`src/rtl/iterative_alu_unit.sv`:
```
// Multi-cycle ALU: single-cycle logic/arith ops, 1 bit/cycle shifts and shift-add MUL.
// Latency: 1 cycle (logic/arith/illegal/zero shift), 1+n (shift by n), 1+WIDTH (MUL); holds DONE until resp_ready.
// Backpressure: req_ready only in IDLE; result held stable in DONE while resp_ready is low.
module iterative_alu_unit #(
    parameter int WIDTH   = 32,
    parameter int SHAMT_W = 5
) (
    input  logic             clk,
    input  logic             reset,
    input  logic             req_valid,
    output logic             req_ready,
    input  logic [3:0]       req_op,
    input  logic [WIDTH-1:0] req_in_1,
    input  logic [WIDTH-1:0] req_in_2,
    output logic             resp_valid,
    input  logic             resp_ready,
    output logic [WIDTH-1:0] resp_result,
    output logic             resp_bcond,
    output logic             resp_err
);

    localparam logic [3:0] OP_AND = 4'b0000;
    localparam logic [3:0] OP_OR  = 4'b0001;
    localparam logic [3:0] OP_ADD = 4'b0010;
    localparam logic [3:0] OP_SUB = 4'b0110;
    localparam logic [3:0] OP_SLL = 4'b0011;
    localparam logic [3:0] OP_XOR = 4'b0111;
    localparam logic [3:0] OP_SRL = 4'b1000;
    localparam logic [3:0] OP_MUL = 4'b1001;

    // One extra bit so the counter can hold WIDTH for MUL.
    localparam int CNT_W = SHAMT_W + 1;

    typedef enum logic [1:0] {
        S_IDLE = 2'd0,
        S_EXEC = 2'd1,
        S_DONE = 2'd2
    } state_t;

    state_t             state_q,  state_d;
    logic [3:0]         op_q,     op_d;
    logic [WIDTH-1:0]   opa_q,    opa_d;
    logic [WIDTH-1:0]   opb_q,    opb_d;
    logic [WIDTH-1:0]   acc_q,    acc_d;
    logic [CNT_W-1:0]   cnt_q,    cnt_d;
    logic [WIDTH-1:0]   result_q, result_d;
    logic               err_q,    err_d;

    logic [SHAMT_W-1:0] shamt;
    logic [WIDTH-1:0]   sll_nxt;
    logic [WIDTH-1:0]   srl_nxt;
    logic [WIDTH-1:0]   mul_acc_nxt;

    assign shamt       = req_in_2[SHAMT_W-1:0];
    assign sll_nxt     = opa_q << 1;
    assign srl_nxt     = opa_q >> 1;
    assign mul_acc_nxt = opb_q[0] ? (acc_q + opa_q) : acc_q;

    always_comb begin
        state_d  = state_q;
        op_d     = op_q;
        opa_d    = opa_q;
        opb_d    = opb_q;
        acc_d    = acc_q;
        cnt_d    = cnt_q;
        result_d = result_q;
        err_d    = err_q;

        case (state_q)
            S_IDLE: begin
                if (req_valid) begin
                    op_d  = req_op;
                    err_d = 1'b0;
                    case (req_op)
                        OP_AND: begin
                            result_d = req_in_1 & req_in_2;
                            state_d  = S_DONE;
                        end
                        OP_OR: begin
                            result_d = req_in_1 | req_in_2;
                            state_d  = S_DONE;
                        end
                        OP_ADD: begin
                            result_d = req_in_1 + req_in_2;
                            state_d  = S_DONE;
                        end
                        OP_SUB: begin
                            result_d = req_in_1 - req_in_2;
                            state_d  = S_DONE;
                        end
                        OP_XOR: begin
                            result_d = req_in_1 ^ req_in_2;
                            state_d  = S_DONE;
                        end
                        OP_SLL, OP_SRL: begin
                            if (shamt == '0) begin
                                result_d = req_in_1;
                                state_d  = S_DONE;
                            end else begin
                                opa_d   = req_in_1;
                                cnt_d   = {1'b0, shamt};
                                state_d = S_EXEC;
                            end
                        end
                        OP_MUL: begin
                            opa_d   = req_in_1;
                            opb_d   = req_in_2;
                            acc_d   = '0;
                            cnt_d   = CNT_W'(WIDTH);
                            state_d = S_EXEC;
                        end
                        default: begin
                            result_d = '0;
                            err_d    = 1'b1;
                            state_d  = S_DONE;
                        end
                    endcase
                end
            end

            S_EXEC: begin
                cnt_d = cnt_q - CNT_W'(1);
                case (op_q)
                    OP_SLL:  opa_d = sll_nxt;
                    OP_SRL:  opa_d = srl_nxt;
                    default: begin
                        acc_d = mul_acc_nxt;
                        opa_d = sll_nxt;
                        opb_d = opb_q >> 1;
                    end
                endcase
                // Final iteration writes the result directly so DONE shows it on entry.
                if (cnt_q == CNT_W'(1)) begin
                    state_d = S_DONE;
                    case (op_q)
                        OP_SLL:  result_d = sll_nxt;
                        OP_SRL:  result_d = srl_nxt;
                        default: result_d = mul_acc_nxt;
                    endcase
                end
            end

            S_DONE: begin
                if (resp_ready) begin
                    state_d = S_IDLE;
                end
            end

            default: state_d = S_IDLE;
        endcase
    end

    always_ff @(posedge clk or negedge reset) begin
        if (!reset) begin
            state_q  <= S_IDLE;
            op_q     <= '0;
            opa_q    <= '0;
            opb_q    <= '0;
            acc_q    <= '0;
            cnt_q    <= '0;
            result_q <= '0;
            err_q    <= 1'b0;
        end else begin
            state_q  <= state_d;
            op_q     <= op_d;
            opa_q    <= opa_d;
            opb_q    <= opb_d;
            acc_q    <= acc_d;
            cnt_q    <= cnt_d;
            result_q <= result_d;
            err_q    <= err_d;
        end
    end

    assign req_ready   = (state_q == S_IDLE);
    assign resp_valid  = (state_q == S_DONE);
    assign resp_result = result_q;
    assign resp_bcond  = (result_q == '0);
    assign resp_err    = err_q;

endmodule

```
`config.mk`:
```
export PLATFORM = sky130hd
export DESIGN_NAME = iterative_alu_unit
export DESIGN_NICKNAME = d
export VERILOG_FILES = /design/src/rtl/iterative_alu_unit.sv
export SDC_FILE = /design/constraint.sdc
export NUM_CORES = 1
export LEC_CHECK = 0
export CAP_MARGIN = 20
export CORE_ASPECT_RATIO = 1.5
export CORE_MARGIN = 8
export CORE_UTILIZATION = 30
export DETAILED_ROUTE_END_ITERATION = 6
export PLACE_DENSITY = 0.49
export SLEW_MARGIN = 20
export SYNTH_ARGS = -nofsm -noshare
export SYNTH_HDL_FRONTEND = slang
export SYNTH_SLANG_ARGS = --single-unit
```
`constraint.sdc`:
```
create_clock -name clk -period 3.8 [get_ports clk]
set_clock_uncertainty 0.05 [all_clocks]
set_input_delay 0.57 -clock clk [delete_from_list [all_inputs] [get_ports clk]]
set_output_delay 0.57 -clock clk [all_outputs]
set_load 0.01 [all_outputs]
```
## After elaboration in Yosys (flattened, before gate mapping)

Index checks and enable logic that the tools add are counted.

| word-level totals | value |
|---|---|
| flip-flop bits (word level) | 141 |
| bits of input ports | 72 |
| output and inout bits | 36 |
| word-level logic and storage cells | 80 |

| cells by class | value |
|---|---|
| add/sub/neg operators | 4 |
| equality and inequality tests | 21 |
| muxes and demuxes | 31 |
| bitwise logic cells | 3 |
| reductions and logical operators | 13 |

Operators by type and width:

| kind | number |
|---|---|
| $mux W32 | 13 |
| $pmux W32 S2 | 6 |
| $pmux W32 S7 | 1 |
| $add A32 B32 Y32 | 2 |
| $and A32 B32 Y32 | 1 |
| $logic_not A32 Y1 | 1 |
| $or A32 B32 Y32 | 1 |
| $sub A32 B32 Y32 | 1 |
| $xor A32 B32 Y32 | 1 |
| $pmux W6 S2 | 2 |
| $eq A4 B2 Y1 const B | 3 |
| $eq A4 B4 Y1 const B | 3 |
| $mux W6 | 2 |
| $eq A4 B3 Y1 const B | 2 |
| $mux W2 | 4 |
| $ne A2 B2 Y1 const B | 4 |
| $reduce_and A4 Y1 | 2 |
| $reduce_or A8 Y1 | 1 |
| $eq A6 B1 Y1 const B | 1 |
| $ne A3 B3 Y1 const B | 2 |
| $pmux W2 S3 | 1 |
| $sub A6 B1 Y6 const B | 1 |
| $logic_not A5 Y1 | 1 |
| $reduce_and A5 Y1 | 1 |
| 13 further kinds | 15 |

## Logic depth before layout (Yosys ltp)

| logic depth | value |
|---|---|
| word-level depth | 5 |
| depth in mapped cells | 21 |

## Worst setup path before layout

Ideal clock, no wire load.

| path | value |
|---|---|
| kind | in2reg |
| from | in req_in_2[1] |
| to | reg result_q[31] (netlist: resp_result[31]) |
| setup time | 0.126 ns |
| arrival time | 4.206 ns |
| setup slack | -0.582 ns |
| cell stages on the path | 18 |
| buffers on the path | 0 |
| cell sequence | inv_1 > ha_1 > or3b_2 > nor2_1 > nand2_1 > o31ai_1 > xnor2_1 > ha_1 > and3_1 > and3_1 > o311ai_1 > a31oi_1 > o21ai_0 > o21ai_1 > a31oi_1 > o21a_1 > mux2i_1 > o32a_1 |

| on the way | value |
|---|---|
| longest elaborated chain between the ends | 4 |
| elaborated cells on any way between the ends | 8 |
| classes of those cells | add/sub: 2; eq/ne: 1; mux: 3; reduce/logical: 2 |

Ends and longest elaborated chain:

| item | RTL line | RTL |
|---|---|---|
| start: declaration | 14 | `input logic [WIDTH-1:0] req_in_2,` |
| $sub A32 B32 Y32 or $add A32 B32 Y32 (tied branches) | 88, 84 |  |
| $pmux W32 S7 | 74 | `case (req_op)` |
| $mux W32 | 71 | `if (req_valid) begin` |
| $pmux W32 S2 | 69 | `case (state_q)` |
| end signal: assignment | 170 | `result_q <= result_d;` |
| end: declaration | 46 | `logic [WIDTH-1:0] result_q, result_d;` |

Several ways; a longest one is shown, not always the timed one. The select of a mux whose other input is x is not followed.
A chain may end at the register's enable or synchronous reset.

## Final worst setup path

| path | value |
|---|---|
| from | in req_in_2[1] |
| to | reg result_q[27] (netlist: resp_result[27]) |

The elaborated chain is that of the path after synthesis.

==> results_dict.tcl <==
set metrics [dict create \
    postSynthAreaPerCell_sq_um 7.751 \
    grtUsageTotal_pct 19.15 \
    seq_area_sq_mm 0.003528 \
    synth_seq_area_share_pct 27.76 \
    vias_per_cell 5.243 \
    max_freq_mhz 263.4 \
    peakVddDrop_mv 0.2604 \
    regToRegSetupSlack_ns 0.12 \
    cpLargestDelayFamily "compound AO/OA/AOI/OAI gates" \
    fp-row-count 92 \
    synth_most_common_cell "nand2_1" \
    ant_nets 0 \
    grt_pass1_vias 13200 \
    layout_min_cycle_time_ns 3.797 \
    postSynthCellCount 1640 \
    final-hold-violation-count 0 \
    route.detailed.drc 0 \
    die_w_microns 184.1 \
    rsz0062_at_grt "yes" \
    ios 108 \
    start_util_pct 30.34 \
    total_power_w 0.009353 \
    crit_required_ns 4.06 \
    clkSinkCount 141 \
    clock_latency_ns 0.45 \
    wl_mm 47.13 \
    synthesis.nets 1844 \
    syn_area_sq_mm 0.01271 \
    grt_max_degree 88 \
    crit_start "req_in_2[1]" \
    worst-path-buf-inv 2 \
    yosysWarnings 0 \
    numCtsBuffers 17 \
    die_area_sq_mm 0.04935 \
    synth_common_cells "257 x nand2_1, 171 x a21oi_1, 151 x o21ai_0" \
    fillerInstances 4311 \
    r2r-start "opa_q[0]" \
    setup_ws_ns 0.003049 \
    vias 13160 \
    antenna_found_initial 0 \
    drive_gt1_share_pct 20.09 \
    setup_viol 0 \
    ys_top_cells_by_area "dfrtp_1 28%, ha_1 13%, nand2_1 7.6%, a21oi_1 6.7%, o21ai_0 5.9%" \
    post-route-util_pct 41.27 \
    cellLeakagePower_nw 8.064 \
    dr.first_iter.drc_count 868 \
    grt_overflow_total 0 \
    cts_max_path_buffers 2 \
    synth_seq_cells 141 \
    path_class "primary input to register" \
    tightestPinTransition_ns 0.9075 \
    hold_slack_ns 0.1694 \
    timing.final.crit_share_pct 99.92 \
    outcome "finished, final reports clean" \
    io_buffers 107 \
    gp_congestion 0.8935 \
    ys.flop_type "dfrtp_1" \
    firstDrtPassIters 5 \
    ctsHoldBuffers 0 \
    clkTransAtPathRegs_ns 0.06 \
    yosysTopAreaCell "dfrtp_1" \
    worstPathArrival_ns 4.06 \
    htree_levels 4 \
    die_h_microns 268.1 \
    yosysUniqueCellTypes 71 \
    dpl_worst_slack_ns -1.083 \
    hpwlAfterDp_mm 36.66 \
    nets 2137 \
    netlist.area_leader.share_pct 27.76 \
    grt_pass1_wl_mm 73.99 \
    powerDensity_mw_per_mm2 540.8 \
    clock-root-buffer "clkbuf_16" \
    slew_headroom_pct 39.50 \
    start_kind "primary input" \
    diodes 0 \
    synth_edf_count 0 \
    worst_path_max_delay_cell "or3b_4" \
    wl_per_cell_microns 18.78 \
    slowest_delay_ns 0.41 \
    hp-class "primary input to async pin" \
    end_kind "register" \
    path_max_fanout 5 \
    crit_path_cell_trace "buf_12 > inv_16 > ha_4 > or3b_4 > nor2_4 > nand2_4 > o31ai_4 > xnor2_1 > ha_1 > and3_4 > and3_4 > o311ai_4 > a31oi_4 > o21ai_2 > o21ai_2 > a31oi_4 > o211ai_1 > o31ai_1 > a222oi_1 > a31oi_1" \
    core_sq_mm 0.04190 \
    maxCapViolCount 0 \
    cts_tree "yes" \
    drv_slew 0 \
    synth-async-reset-ratio_pct 100.0 \
    multi_input_area_sq_mm 0.008967 \
    area_delta_synth_final_pct 36.06 \
]
==> sequential cells by signal, summed over array words and instances, names as in the netlist <==
name and cells:
resp_result 32, op_q 4, state_q 2, cnt_q 6, acc_q 32, resp_err 1
opb_q 32, opa_q 32
==> worst register-to-register path, stage by stage (launching register included) <==
cell and delay, ns:
dfrtp_1 0.39, ha_1 0.23, buf_4 0.14, a211oi_1 0.25, o31ai_1 0.12, buf_4 0.16
o31a_1 0.27, a211o_1 0.32, a31oi_2 0.19, buf_4 0.15, o21ai_1 0.11, a211oi_1 0.36
o21ai_0 0.17, xor2_1 0.16, a22oi_1 0.33, a31oi_1 0.13
==> through the flow <==
stage / instances / instance area (sq um) / setup TNS (ns)
3_3_place_gp: 2457 / 16200 / -19.01
6_report: 2510 / 17290 / 0
5_1_grt: 2510 / 17290 / -0.8622
4_1_cts: 2506 / 17160 / -0.05601
3_5_place_dp: 2457 / 16200 / -19.42
2_1_floorplan: 1640 / 12840 / -1.019
==> where the power goes <==
part	internal, W	total, W	switching (W)
Clock	0.00104	0.00177	0.000730
Sequential	0.00213	0.00281	0.000677
Combinational	0.00213	0.00478	0.00265
==> layer usage <==
metal  share of wire [%]  global-route usage (%)  up-vias
met5                   0                       0        -
met4                 3.4                   7.891        0
met3                 4.4                   2.584       68
met2                  48                   32.19      338
met1                  44                   24.35     6234
li1                    -                       -     6521
==> cells in the final DEF (no fill, tap or decap), types with 11 or more instances in the layout <==
master	n
a21oi_1	162
mux2i_1	23
nand2b_1	16
o211ai_1	12
a21o_1	41
nand3_1	16
nor2b_1	16
nor2_1	114
xor2_1	17
nand2_1	253
a221oi_1	33
clkbuf_16	17
buf_4	255
ha_1	129
clkdlybuf4s50_1	88
o21ai_1	11
inv_1	76
dlygate4sd2_1	12
a22o_1	11
a22oi_1	24
a31oi_1	19
o21a_1	12
o21ai_0	137
dfrtp_1	141
xnor2_1	59
==> kinds of logic after synthesis <==
kind of cell    Yosys count  share of synthesized area (%)
flops                   141                          27.76
xor+xnor                 76                          5.237
compound gates          586                          29.27
mux                      27                          2.166
buf+inv                 178                          5.266
simple gates            500                          17.19
fa+ha+maj               132                          13.11
==> path summary, 6_finish.rpt <==
path,end,depth (start not counted)
min in group clk,opb_q[27],2
worst max-delay path,resp_result[27],20
worst min register to register,opb_q[27],2
worst min-delay path,opb_q[5],1
max in group asynchronous,resp_result[19],2
worst max register to register,resp_result[29],15
==> area by class of cell <==
class	instances	share of cell area, %
Clock buffer	21	2.778
Tap cell	564	4.080
Clock inverter	11	0.7524
Inverter	81	1.910
Sequential cell	141	20.40
Timing Repair Buffer	371	18.22
Multi-Input combinational cell	1321	51.85
==> timing repair <==
item,CTS,global route
resized for setup,84,36
endpoints found under the setup margin,22,20
pin swaps,44,40
setup buffers,17,5
(Power assumes the default switching activity.)
